`config.mk`:
```
export PLATFORM = sky130hd
export DESIGN_NAME = reg_write_arbiter
export DESIGN_NICKNAME = d
export VERILOG_FILES = /design/src/rtl/reg_write_arbiter.sv
export SDC_FILE = /design/constraint.sdc
export NUM_CORES = 1
export LEC_CHECK = 0
export CAP_MARGIN = 5
export CORE_MARGIN = 8
export CORE_UTILIZATION = 34
export DETAILED_ROUTE_END_ITERATION = 16
export PLACE_DENSITY_LB_ADDON = 0.1
export SYNTH_ARGS = -nofsm -noshare
export SYNTH_HDL_FRONTEND = slang
export SYNTH_SLANG_ARGS = --single-unit
```
`constraint.sdc`:
```
create_clock -name CLK -period 4 [get_ports CLK]
set_input_delay 0.8 -clock CLK [delete_from_list [all_inputs] [get_ports CLK]]
set_output_delay 0.8 -clock CLK [all_outputs]
set_load 0.02 [all_outputs]
```
`src/rtl/reg_write_arbiter.sv`:
```
// Round-robin write arbiter for a shared register bank: grants one of four
// requesters, latches its address/data and issues a single write-enable pulse.
module reg_write_arbiter #(
  parameter int DATA_W = 8,
  parameter int ADDR_W = 2
) (
  input  logic                CLK,
  input  logic                RST,
  input  logic [3:0]          REQ,
  input  logic [4*ADDR_W-1:0] ADDR_IN,
  input  logic [4*DATA_W-1:0] DATA_IN,
  output logic [3:0]          GNT,
  output logic                WE,
  output logic [ADDR_W-1:0]   WADDR,
  output logic [DATA_W-1:0]   WDATA,
  output logic                BUSY
);

  typedef enum logic [1:0] {
    IDLE    = 2'd0,
    WRITE   = 2'd1,
    RELEASE = 2'd2
  } state_t;

  state_t     state;
  logic [1:0] last;
  logic [1:0] owner;
  logic [1:0] winner;
  logic       found;
  logic [1:0] idx;

  // Rotating priority search starting just after the last served requester
  always_comb begin
    winner = last;
    found  = 1'b0;
    idx    = last;
    for (int k = 1; k <= 4; k++) begin
      idx    = last + 2'(k);
      winner = (!found && REQ[idx]) ? idx : winner;
      found  = found | REQ[idx];
    end
  end

  // Transaction sequencer; all outputs are registered here
  always_ff @(posedge CLK or posedge RST) begin
    if (RST) begin
      state <= IDLE;
      last  <= 2'd3;
      owner <= 2'd0;
      GNT   <= 4'b0000;
      WE    <= 1'b0;
      WADDR <= '0;
      WDATA <= '0;
      BUSY  <= 1'b0;
    end else begin
      case (state)
        IDLE: begin
          if (REQ != 4'b0000) begin
            owner <= winner;
            GNT   <= 4'b0001 << winner;
            WADDR <= ADDR_IN[winner*ADDR_W +: ADDR_W];
            WDATA <= DATA_IN[winner*DATA_W +: DATA_W];
            WE    <= 1'b1;
            BUSY  <= 1'b1;
            state <= WRITE;
          end else begin
            state <= IDLE;
          end
        end
        WRITE: begin
          WE    <= 1'b0;
          state <= RELEASE;
        end
        RELEASE: begin
          // Hold the grant until the owner lets go; there is deliberately no timeout
          if (!REQ[owner]) begin
            GNT   <= 4'b0000;
            BUSY  <= 1'b0;
            last  <= owner;
            state <= IDLE;
          end else begin
            state <= RELEASE;
          end
        end
        default: begin
          GNT   <= 4'b0000;
          WE    <= 1'b0;
          BUSY  <= 1'b0;
          state <= IDLE;
        end
      endcase
    end
  end

endmodule

```
After elaboration in Yosys (flattened, before gate mapping)
Cells that the tools add are included.
{"block": "word_totals", "regBits": 22, "in_bits": 46, "elab_cells": 64}
{"block": "op_classes", "addsub": 3, "n_lt_le_gt_ge": 5, "eq_ne": 4, "shifts": 3, "muxes": 24, "n_bitwise": 5, "n_reduce_logical": 12}
{"cell": "$shiftx 32x6->8", "n": 1}
{"cell": "$lt 2x3->1 const B", "n": 5}
{"cell": "$pmux 4 s3", "n": 1}
{"cell": "$bmux 1 s2", "n": 5}
{"cell": "$mux 2", "n": 5}
{"cell": "$mux 1", "n": 8}
{"cell": "$mux 4", "n": 2}
{"cell": "$shiftx 8x4->2", "n": 1}
{"cell": "$pmux 2 s3", "n": 1}
{"cell": "$reduce_and 2->1", "n": 3}
{"cell": "$add 2x2->2 const B", "n": 2}
{"cell": "$ne 2x2->1 const B", "n": 2}
{"cell": "$reduce_bool 4->1", "n": 1}
{"cell": "$shl 1x2->4 const A", "n": 1}
{"cell": "$logic_and 1x1->1", "n": 3}
{"cell": "$logic_not 1->1", "n": 3}
{"cell": "$not 1->1", "n": 3}
{"cell": "$pmux 1 s3", "n": 1}
{"cell": "$reduce_and 3->1", "n": 1}
{"cell": "$add 2x1->2 const B", "n": 1}
{"cell": "$eq 2x1->1 const B", "n": 1}
{"cell": "$eq 2x2->1 const B", "n": 1}
{"cell": "$logic_not 2->1", "n": 1}
{"cell": "$or 1x1->1", "n": 2}
{"cell": "$pmux 1 s2", "n": 1}

Logic depth before layout (Yosys ltp)
{"block": "depth", "word_depth": 11, "mapped_depth": 7, "mapped_depth_nobuf": 6}

Worst setup path after synthesis
Ideal clock, no wire load.
{"block": "synth_path", "path_type": "input port to flip-flop", "start": "in REQ[3]", "end": "reg WDATA[0]", "setup_ps": 138, "arrival_time_ps": 1708, "required_ps": 3862, "path_slack_ps": 2154, "path_stages": 6, "n_path_buf": 2, "path_cell_list": "a22oi_2 > o221a_2 > buf_6 > buf_6 > mux2i_1 > o221ai_1"}
{"block": "synth_via", "elab_chain_len": 8, "word_cells_on_any_way": 23, "classes_between": "1 x shift; 12 x mux; 2 x bitwise; 8 x reduce/logical"}
{"element": "start: declaration", "line_no": "9", "source": "input logic [3:0] REQ,"}
{"element": "$bmux 1 s2", "line_no": "39, 40"}
{"element": "$mux 1 (not written as such)", "line_no": "39, 40"}
{"element": "$logic_not 1->1 or $or 1x1->1 (tied branches)", "line_no": "39, 40"}
{"element": "$logic_and 1x1->1, or another cell as far along", "line_no": "39", "source": "winner = (!found && REQ[idx]) ? idx : winner;"}
{"element": "$mux 2, or another cell as far along", "line_no": "39"}
{"element": "$mux 2 or $logic_and 1x1->1 (tied branches)", "line_no": "39"}
{"element": "$mux 2", "line_no": "39"}
{"element": "$shiftx 32x6->8", "line_no": "62", "source": "WDATA <= DATA_IN[winner*DATA_W +: DATA_W];"}
{"element": "end signal: assignment", "line_no": "62"}
{"element": "end: declaration", "line_no": "15", "source": "output logic [DATA_W-1:0] WDATA,"}
Several ways; a longest one is shown, not always the timed one. The select of a mux whose other input is x is not followed.
A chain may end at the register's enable or synchronous reset.

Worst setup path in the final report
{"block": "layout_path", "start": "in REQ[3]", "end": "reg WDATA[5]"}
Same word-level chain as after synthesis.

==> flow_summary.toml <==
[die]
dieWidth_um = 75.0
core_um2 = 3340
die_h_um = 75.0
die_area_um2 = 5630
ioPinCount = 62
row_count = 21
initial_core_util = 0.355

[timing]
slew_headroom = 0.446
slew_viol_final = 0
skew_ns = 0.0120
final_min_period_over_clock_period = 0.653
tightestPinTransition_ns = 0.830
max_freq_mhz = 383
finalHoldViolations = 0
min_period_ns = 2.61
fin_ws_ns = 1.39
setup_violations = 0
final.setup.tns_ns = 0
rsz0062_at_grt = "false"

[cells_and_area]
fillers = 334
final_common_cell = "clkdlybuf4s50_1"
diodes = 0
drive_gt1_frac = 0.0578
fin_cells = 219
num-nets-final = 220
multi_input_area_um2 = 549
stdcell_area_um2 = 1850
layout_common_cells = "clkdlybuf4s50_1, nand2_1, mux2i_1"
fin_util = 0.554
area_growth_pct = 56.1
area.sequential_um2 = 553

[power_and_ir_drop]
vdd_drop_max_v = 0.000357
power.density_nw_per_um2 = 693
leakagePower_nw = 0.809

[drt]
ant_nets = 0
via_per_inst = 5.11
totalWireLength_mm = 3.39
dr.pass1.iters = 4
num_vias = 1118
drt-wirelength-per-cell_um = 15.5
drtIter0Drc = 65
drc = 0

[clock_network]
clock_latency_ns = 0.32
tritoncts = "done"
cts_buffers = 3
cts_root_buffer = "clkbuf_4"
cts-resized-gates = 0
post_cts_buffers = 0
clockBufferDepth = 2
ctsHoldBuffers = 0
clock-sinks = 22
ctsHtreeMaxLevel = 1
clk_pin_slew_ns = 0.14

[place]
pre_cts_slack_ns = 1.02
place_area_um2 = 1800
dp_hpwl_mm = 2.65
port_buffers = 61
dp_cells = 215
place.gp.congestion = 0.819

[worst_setup_path]
rrSetupSlack_ns = 1.95
crit_arrival_ns = 2.79
required_ns = 4.18
critPathMaxFanout = 15
critical_path_class = "primary input to flop"
worstSetupEndpointType = "flop"
setup.worst_path.start_class = "primary input"

[synthesis]
ys_types = 24
seq_area_frac_synth = 0.467
syn_nets = 160
syn_avg_cell_area_um2 = 10.4
synth.ff_latch_count = 22
yosys_most_used_dff = "dfrtp_1"
synthesis.instances = 114
yosys_warnings = 0
async_flop_share = 1.00
syn-cell-area_um2 = 1180
synth_edf_count = 0

[status]
status = "complete, no violations"

[grt]
overflow = 0
grt_usage = 0.132
grt_pass1_wl_mm = 5.74
antenna_found_initial = 0
grt_max_degree = 25
grt_pass1_vias = 1249

[worst_hold_path]
min_path_type = "flop to flop"

[job]
drv_cap = 0
-- worst max-delay path, cell delays in order --
cell and delay [ns]:
clkdlybuf4s50_1 0.49, nor2_1 0.20, a211o_1 0.47, inv_1 0.19, nand2b_1 0.43, o221ai_1 0.21
-- registers in the layout (all words and copies together), names as in the netlist --
register,cells
BUSY,1
GNT,4
WADDR,2
WDATA,8
WE,1
last,2
owner,2
state,2
-- layer usage --
metal | wire length [um] | vias to the layer above | part of all wire | global-route usage
met2 | 1660 | 40 | 0.49 | 0.224
met1 | 1330 | 545 | 0.39 | 0.138
met4 | 21 | 0 | 0.0062 | 0.0261
li1 | - | 529 | - | -
met3 | 380 | 4 | 0.11 | 0.0746
met5 | 0 | - | 0 | 0
-- final timing paths --
kind / endpoint / depth (start not counted) / start
worst max register to register: WDATA[4] / 5 / last[1]
worst min register to register: BUSY / 2 / BUSY
worst max-delay path: WDATA[5] / 6 / REQ[3]
max in group asynchronous: WADDR[1] / 2 / RST
min in group asynchronous: WE / 2 / RST
worst min-delay path: BUSY / 2 / BUSY
-- cells by family (layout without fill, tap and decap cells) --
group | Yosys count | count (layout) | share of synthesized area
muxes | 22 | 22 | 0.196
AOI/OAI and AO/OA | 26 | 26 | 0.162
DFF | 22 | 22 | 0.467
buffers and inverters | 13 | 72 | 0.0697
and+or+nand+nor | 31 | 31 | 0.106
-- area by class of cell --
class                      instances  share of cell area
sequential                        22               0.299
clock inverter                     1              0.0162
inverter                           7              0.0142
tap                               46              0.0311
clock buffer                       3              0.0122
timing repair buffer              61               0.330
multi-input combinational         79               0.297
-- synth_stat cells, types with 2 or more instances --
master / n / share of area
inv_1: 6 / 0.019
dfrtp_1: 20 / 0.42
buf_6: 2 / 0.019
o21ai_0: 8 / 0.034
a21oi_1: 2 / 0.0084
nor2_1: 2 / 0.0063
buf_2: 2 / 0.0084
nand2_1: 25 / 0.079
mux2i_1: 21 / 0.18
nand3_1: 2 / 0.0084
dfstp_2: 2 / 0.044
o221ai_1: 10 / 0.074
-- through the flow --
stage | power, mW | hold slack [ns]
final | 1.28 | 0.498
after floorplan | 0.889 | 0.477
after global routing | 1.38 | 0.529
after CTS | 1.30 | 0.507
after detailed placement | 1.12 | 0.474
after global placement | 1.11 | 0.460
-- power by group --
part | switching (mW) | internal, mW | total, mW
registers | 0.0730 | 0.334 | 0.407
logic | 0.370 | 0.329 | 0.699
clock network | 0.0744 | 0.101 | 0.176
Note: power is estimated with default switching activity, not from simulation.
